`src/rtl/sd_spi_pkg.sv`:
```
// Shared definitions for the SD-card SPI master: FSM state encoding and the
// chip-select index width helper.
package sd_spi_pkg;

    typedef enum logic [2:0] {
        ST_IDLE    = 3'd0,
        ST_LOAD    = 3'd1,
        ST_SHIFT   = 3'd2,
        ST_GAP     = 3'd3,
        ST_RELEASE = 3'd4
    } spi_state_t;

    function automatic int cs_width(input int num_cs);
        return (num_cs > 1) ? $clog2(num_cs) : 1;
    endfunction

endpackage

```
`src/rtl/sd_spi_fifo.sv`:
```
// Synchronous FIFO with extra-bit pointers; DEPTH must be a power of two >= 2.
// A push on a full FIFO is accepted when a pop happens in the same cycle.
module sd_spi_fifo #(
    parameter int WIDTH = 8,
    parameter int DEPTH = 4
) (
    input  logic             clk,
    input  logic             rst,
    input  logic             push,
    input  logic             pop,
    input  logic [WIDTH-1:0] wr_data,
    output logic [WIDTH-1:0] rd_data,
    output logic             full,
    output logic             empty
);

    localparam int AW = $clog2(DEPTH);

    logic [WIDTH-1:0] mem [DEPTH];
    logic [AW:0]      wr_ptr;
    logic [AW:0]      rd_ptr;
    logic             pop_ok;
    logic             push_ok;

    assign empty   = (wr_ptr == rd_ptr);
    assign full    = (wr_ptr[AW] != rd_ptr[AW]) && (wr_ptr[AW-1:0] == rd_ptr[AW-1:0]);
    assign pop_ok  = pop && !empty;
    assign push_ok = push && (!full || pop_ok);
    assign rd_data = mem[rd_ptr[AW-1:0]];

    always_ff @(posedge clk) begin
        if (rst) begin
            wr_ptr <= '0;
            rd_ptr <= '0;
        end else begin
            if (push_ok) wr_ptr <= wr_ptr + (AW+1)'(1);
            if (pop_ok)  rd_ptr <= rd_ptr + (AW+1)'(1);
        end
    end

    always_ff @(posedge clk) begin
        if (push_ok) mem[wr_ptr[AW-1:0]] <= wr_data;
    end

endmodule

```
`src/rtl/sd_spi_master.sv`:
```
// SPI master for SD cards: TX FIFO of {cs, data}, per-word CPOL/CPHA, CS held across same-target words.
// SD_SPI_RX_FIFO_EN selects an RX FIFO instead of a single RX holding register.
//
// state    | meaning
// IDLE     | nothing queued, CS released
// LOAD     | pop TX head, CS asserted, first MOSI bit presented
// SHIFT    | 2*DATA_W SCLK edges, CLK_DIV cycles apart
// GAP      | CLK_DIV cycles after last edge, then RX write
// RELEASE  | all CS high for CLK_DIV cycles
module sd_spi_master
    import sd_spi_pkg::*;
#(
    parameter int DATA_W     = 8,
    parameter int NUM_CS     = 2,
    parameter int CLK_DIV    = 4,
    parameter int FIFO_DEPTH = 4
) (
    input  logic                        CLK50,
    input  logic                        RST,
    input  logic                        W_STB,
    input  logic [DATA_W-1:0]           W_DATA,
    input  logic [cs_width(NUM_CS)-1:0] W_CS,
    input  logic                        R_STB,
    output logic [DATA_W-1:0]           R_DATA,
    input  logic                        CPOL,
    input  logic                        CPHA,
    input  logic                        MISO,
    output logic                        MOSI,
    output logic                        SCLK,
    output logic [NUM_CS-1:0]           CS,
    output logic                        BUSY,
    output logic                        TX_FULL,
    output logic                        RX_VALID,
    output logic                        RX_OVR
);

    localparam int CS_W   = cs_width(NUM_CS);
    localparam int TXW    = CS_W + DATA_W;
    localparam int DIV_W  = $clog2(CLK_DIV);
    localparam int EDGE_W = $clog2(2 * DATA_W);

    spi_state_t        state_q, state_d;
    logic [DIV_W-1:0]  div_cnt_q;
    logic [EDGE_W-1:0] edge_cnt_q;
    logic              cpol_q, cpha_q, sclk_q;
    logic [CS_W-1:0]   cs_idx_q;
    logic [NUM_CS-1:0] cs_n_q, cs_dec;
    logic [DATA_W:0]   tx_sh_q;
    logic [DATA_W-1:0] rx_sh_q;
    logic              rx_ovr_q;

    logic              tx_pop, tx_full, tx_empty;
    logic [TXW-1:0]    tx_head;
    logic [CS_W-1:0]   head_cs;
    logic [DATA_W-1:0] head_data;
    logic              div_tc, samp_edge;
    logic              rx_wr, rx_full;

    sd_spi_fifo #(.WIDTH(TXW), .DEPTH(FIFO_DEPTH)) u_tx_fifo (
        .clk     (CLK50),
        .rst     (RST),
        .push    (W_STB),
        .pop     (tx_pop),
        .wr_data ({W_CS, W_DATA}),
        .rd_data (tx_head),
        .full    (tx_full),
        .empty   (tx_empty)
    );

    assign head_cs   = tx_head[TXW-1:DATA_W];
    assign head_data = tx_head[DATA_W-1:0];
    assign div_tc    = (div_cnt_q == '0);
    // Odd remaining-edge counts are leading edges; sample when lead differs from CPHA.
    assign samp_edge = edge_cnt_q[0] ^ cpha_q;

    always_comb begin
        cs_dec = '1;
        for (int i = 0; i < NUM_CS; i++) begin
            if (head_cs == CS_W'(i)) cs_dec[i] = 1'b0;
        end
    end

    always_comb begin
        state_d = state_q;
        tx_pop  = 1'b0;
        rx_wr   = 1'b0;
        case (state_q)
            ST_IDLE:    if (!tx_empty) state_d = ST_LOAD;
            ST_LOAD: begin
                tx_pop  = 1'b1;
                state_d = ST_SHIFT;
            end
            ST_SHIFT:   if (div_tc && edge_cnt_q == '0) state_d = ST_GAP;
            ST_GAP: begin
                if (div_tc) begin
                    rx_wr = 1'b1;
                    if (!tx_empty && head_cs == cs_idx_q) state_d = ST_LOAD;
                    else                                  state_d = ST_RELEASE;
                end
            end
            ST_RELEASE: if (div_tc) state_d = tx_empty ? ST_IDLE : ST_LOAD;
            default:    state_d = ST_IDLE;
        endcase
    end

    always_ff @(posedge CLK50) begin
        if (RST) begin
            state_q    <= ST_IDLE;
            div_cnt_q  <= '0;
            edge_cnt_q <= '0;
            cpol_q     <= 1'b0;
            cpha_q     <= 1'b0;
            sclk_q     <= 1'b0;
            cs_idx_q   <= '0;
            cs_n_q     <= '1;
            tx_sh_q    <= '1;
            rx_sh_q    <= '0;
        end else begin
            state_q <= state_d;
            case (state_q)
                ST_LOAD: begin
                    // CLK_DIV-2 so the first edge lands CLK_DIV cycles after LOAD.
                    div_cnt_q  <= DIV_W'(CLK_DIV - 2);
                    edge_cnt_q <= EDGE_W'(2 * DATA_W - 1);
                end
                ST_SHIFT: begin
                    if (div_tc) begin
                        sclk_q     <= ~sclk_q;
                        div_cnt_q  <= DIV_W'(CLK_DIV - 1);
                        edge_cnt_q <= edge_cnt_q - EDGE_W'(1);
                        if (samp_edge) rx_sh_q <= {rx_sh_q[DATA_W-2:0], MISO};
                        else           tx_sh_q <= {tx_sh_q[DATA_W-1:0], 1'b1};
                    end else begin
                        div_cnt_q <= div_cnt_q - DIV_W'(1);
                    end
                end
                ST_GAP, ST_RELEASE: begin
                    if (div_tc) div_cnt_q <= DIV_W'(CLK_DIV - 1);
                    else        div_cnt_q <= div_cnt_q - DIV_W'(1);
                end
                default: ;
            endcase
            if (state_d == ST_LOAD) begin
                cpol_q   <= CPOL;
                cpha_q   <= CPHA;
                sclk_q   <= CPOL;
                cs_idx_q <= head_cs;
                cs_n_q   <= cs_dec;
                // CPHA=1 parks a dummy 1 so the first leading edge shifts in the MSB.
                tx_sh_q  <= CPHA ? {1'b1, head_data} : {head_data, 1'b1};
            end else if (state_d == ST_IDLE || state_d == ST_RELEASE) begin
                cs_n_q <= '1;
            end
        end
    end

`ifdef SD_SPI_RX_FIFO_EN
    logic              rx_empty;
    logic [DATA_W-1:0] rx_head;

    sd_spi_fifo #(.WIDTH(DATA_W), .DEPTH(FIFO_DEPTH)) u_rx_fifo (
        .clk     (CLK50),
        .rst     (RST),
        .push    (rx_wr),
        .pop     (R_STB),
        .wr_data (rx_sh_q),
        .rd_data (rx_head),
        .full    (rx_full),
        .empty   (rx_empty)
    );

    assign RX_VALID = !rx_empty;
    assign R_DATA   = rx_empty ? '0 : rx_head;
`else
    logic              rx_valid_q;
    logic [DATA_W-1:0] rx_data_q;

    assign rx_full = rx_valid_q;

    always_ff @(posedge CLK50) begin
        if (RST) begin
            rx_valid_q <= 1'b0;
            rx_data_q  <= '0;
        end else if (rx_wr && (!rx_valid_q || R_STB)) begin
            rx_valid_q <= 1'b1;
            rx_data_q  <= rx_sh_q;
        end else if (R_STB) begin
            rx_valid_q <= 1'b0;
        end
    end

    assign RX_VALID = rx_valid_q;
    assign R_DATA   = rx_data_q;
`endif

    // A read in the same cycle frees a slot, so only an unread full RX overruns.
    always_ff @(posedge CLK50) begin
        if (RST)                              rx_ovr_q <= 1'b0;
        else if (rx_wr && rx_full && !R_STB)  rx_ovr_q <= 1'b1;
    end

    assign RX_OVR  = rx_ovr_q;
    assign CS      = cs_n_q;
    assign SCLK    = sclk_q;
    assign MOSI    = tx_sh_q[DATA_W];
    assign BUSY    = (state_q != ST_IDLE);
    assign TX_FULL = tx_full;

endmodule

```
`config.mk`:
```
export PLATFORM = sky130hd
export DESIGN_NAME = sd_spi_master
export DESIGN_NICKNAME = d
export VERILOG_FILES = /design/src/rtl/sd_spi_pkg.sv /design/src/rtl/sd_spi_fifo.sv /design/src/rtl/sd_spi_master.sv
export SDC_FILE = /design/constraint.sdc
export NUM_CORES = 1
export LEC_CHECK = 0
export ABC_AREA = 1
export CAP_MARGIN = 0
export CORE_MARGIN = 2
export CORE_UTILIZATION = 55
export CTS_CLUSTER_DIAMETER = 40
export DETAILED_ROUTE_END_ITERATION = 8
export PLACE_DENSITY = 0.77
export SYNTH_ARGS = -nofsm -noshare
export SYNTH_HDL_FRONTEND = slang
export SYNTH_SLANG_ARGS = --single-unit
```
`constraint.sdc`:
```
create_clock -name CLK50 -period 2.7 [get_ports CLK50]
set_input_delay 0.27 -clock CLK50 [delete_from_list [all_inputs] [get_ports CLK50]]
set_output_delay 0.27 -clock CLK50 [all_outputs]
set_load 0.03 [all_outputs]
```
==> impl_results.md <==
- Max VDD drop: 661.7 uV
- Buf+Inv Stages, Crit Path: 1
- PortBufs: 31
- Setup TNS Final: 0 ns
- Simple-Gate Fraction of Synth Area: 21.87%
- Total track usage: 21.03%
- Die H: 85.53 um
- Core box area: 0.006386 mm^2
- GRT overflow: 0
- Worst-Margin Slew: 0.7569 ns
- Tcrit/Tclk final: 81.34%
- Yosys warns: 0
- Max-slew violations: 0
- Vias in the first global route: roughly 2,500
- Resize count post-CTS: 0
- Max cap viols: 0
- Post-Synthesis Cells: around 400
- WL met1: 3577 um
- Critical path's largest stage delay: just under 0.7 ns
- Synthesized Nets: 428
- Compound-Gate Fraction of Synth Area: a little over a tenth
- Final Hold Violating Endpoints: 0
- Share of Yosys cell area claimed by the top area cell type: between 20% and 30%
- Initial Utilization: 57.25%
- Cell area after synthesis: between 0.003 and 0.004 mm^2
- Leading cell types by total area after synthesis: edfxtp_1, dfxtp_1, nor2_1
- Finished Cell Area: 0.004235 mm^2
- Area leader, netlist: edfxtp_1
- Fillers: 518
- Final setup vio count: 0
- Largest net degree at the start of global routing: 27
- Hold Startpoint: div_cnt_q[0]
- Netlist cell types: 37
- Clock buffer depth: 2
- Layout cells sized above 1: 7.865%
- XOR/XNOR Fraction of Synth Area: under 10%
- Detailed Place HPWL: 5118 um
- Clk pin slew, worst setup/hold paths: 0.08 ns
- Hold EP: div_cnt_q[0]
- Post-synth EDFFs: 36
- Sequential share of the synthesized area: 56.40%
- Top delay family on crit path: buffers and inverters
- Final hold slack: 0.4699 ns
- Critical path, cell by cell: xnor2_1, nand2_1, nor2_1, clkdlybuf4s50_1
- Initial antenna violation count: 0
- Max-slew headroom: about half
- Nets: 464
- I/O pin total: 32
- Root Driver: clkbuf_8
- Slowest cell on crit path: clkdlybuf4s50_1
- Post-CTS setup buffers: 0
- H-Tree Depth: 3
- Crit-path max FO: 4
- Worst EP arrival: 1.93 ns
- Worst Setup End Kind: output port
- Placed cell area: 0.004038 mm^2
- R2R Setup Slk: 0.56 ns
- Final core occ: 66.32%
- Worst Hold Depth: 2
- CTS tree: yes
- Main combinational cell family by area after synthesis: simple AND/OR/NAND/NOR gates
- WL met3: 305 um
- Post-synthesis mux area share: 1.369%
- DR vias/cell: between 5 and 6
- Post-synth top cells: nor2_1, nand2_1, dfxtp_1, o21ai_0, nand3_1
- Hold Buf Count CTS: 0
- R2R Path End: u_tx_fifo.mem[1][3]
- Clock sink total: 85
- Area growth from synthesis to layout: 15.85%
- Die ar.: 0.007315 mm^2
- First-pass DRT Iterations: 4
- Main flop type after synthesis: dfxtp_1
- Post-route total power: 4.315 mW
- Min Tclk post-route: ~2.2 ns
- R2R cell count: 6
- Num CTS Buffers: 9
- Unrepaired setup endpoints after global routing: false
- Leak pwr: 1.713 nW
- Worst-Skew Late Latency: 0.35 ns
- Clk_skew: between 0.007 and 0.008 ns
- Avg Cell Area, Syn: 9.050 um^2
- Most frequent cell after synthesis: nor2_1
- Vias: between 2,000 and 3,000
- Diode count: 0
- Reg2reg start: state_q[0]
- Crit path required time: 2.43 ns
- Post-route ant nets: 0
- Post-synthesis async set-or-reset flop share: 0%
- Top Metal Used: met4
- Global-route wire length before repair: approximately 12,000 um
- Critical path class: flop to output port
- Final GP Congestion: 0.8353
- Row cnt: 29
- Die X-Extent: 85.53 um
- Residual DRC count: 0
- Routed WL per cell: 13.88 um
- Outcome: finished clean
- Routed wire length: 7245 um
- PD cells: 1019 mW/mm^2
- Crit start category: flop
- Met2 WL post-DR: 3264 um
- Initial drt markers: around 160
- Worst hold path type: flop to flop
- Number of synthesized register bits: 85
- Synth Area in Adders: 2.738%
- F_max: 455.3 MHz
## area by class of cell
class / instances / area (um^2) / share of cell area [%]
Sequential cell: 85 / 2062 / 48.69
Multi-Input combinational cell: 272 / 1390 / 32.82
Timing Repair Buffer: 37 / 355.3 / 8.390
Inverter: 35 / 133.9 / 3.161
Clock buffer: 9 / 123.9 / 2.925
Tap cell: 77 / 96.34 / 2.275
Clock inverter: 7 / 73.82 / 1.743
## routing by layer
layer	vias to the layer above	global-route usage, %
li1	1432	-
met3	6	5.197
met5	-	0
met2	53	30.97
met4	0	7.359
met1	1272	30.49
## per-stage QoR
step / cells / setup WS [ns]
floorplan: 404 / 0.8699
global placement: 506 / 0.7383
detailed placement: 506 / 0.5638
CTS: 522 / 0.4844
global route: 522 / 0.3169
finish: 522 / 0.5038
## logic make-up after synthesis
group / count (synthesis)
AO/OA/AOI/OAI: 72
XOR/XNOR: 5
adder cells (fa/ha/maj): 8
buffers and inverters: 47
flip-flops: 85
multiplexers: 5
AND/OR/NAND/NOR: 182
## worst max-delay path by stage
stage	from	to	slack, ns	cells past startpoint
global route	u_tx_fifo.wr_ptr[1]	TX_FULL	0.32	4
CTS	u_tx_fifo.wr_ptr[1]	TX_FULL	0.48	4
global placement	state_q[0]	u_tx_fifo.mem[0][6]	0.74	6
floorplan	u_tx_fifo.rd_ptr[0]	u_tx_fifo.wr_ptr[2]	0.87	9
finish	u_tx_fifo.wr_ptr[1]	TX_FULL	0.50	4
detailed placement	state_q[0]	u_tx_fifo.mem[1][7]	0.56	6
## state kept, by name, summed over array words and instances (netlist names), named ones only
name and flops:
CS 2, RX_OVR 1, RX_VALID 1, R_DATA 8
SCLK 1, cpha_q 1, cs_idx_q 1, div_cnt_q 2
edge_cnt_q 4, rx_sh_q 8, state_q 3, tx_sh_q 9
u_tx_fifo.mem 36, u_tx_fifo.rd_ptr 3, u_tx_fifo.wr_ptr 3
## placed cells by master, fill, tap and decap left out, types with 3 or more instances in the layout
cell type	Yosys	layout
nand2_1	58	58
a21oi_1	14	14
clkdlybuf4s50_1	0	31
buf_4	2	6
inv_1	30	30
dfxtp_1	49	49
nand3_1	41	41
nor2_1	70	70
edfxtp_1	36	36
o22ai_1	7	7
mux2i_1	5	5
ha_1	8	8
inv_2	3	3
xnor2_1	4	4
clkbuf_8	0	9
o21ai_0	42	42
clkinv_1	1	3
## where the power goes
part	switching, mW	total, mW	internal (mW)
Sequential	0.148	1.70	1.55
Clock	0.461	0.893	0.432
Combinational	1.10	1.72	0.623
Total	1.71	4.32	2.61
## worst min-delay path: stages, from the launching register on
cell and delay (ns):
dfxtp_1 0.32, nand2_1 0.06, a21oi_1 0.05
Power figures use the tool's default switching activity.
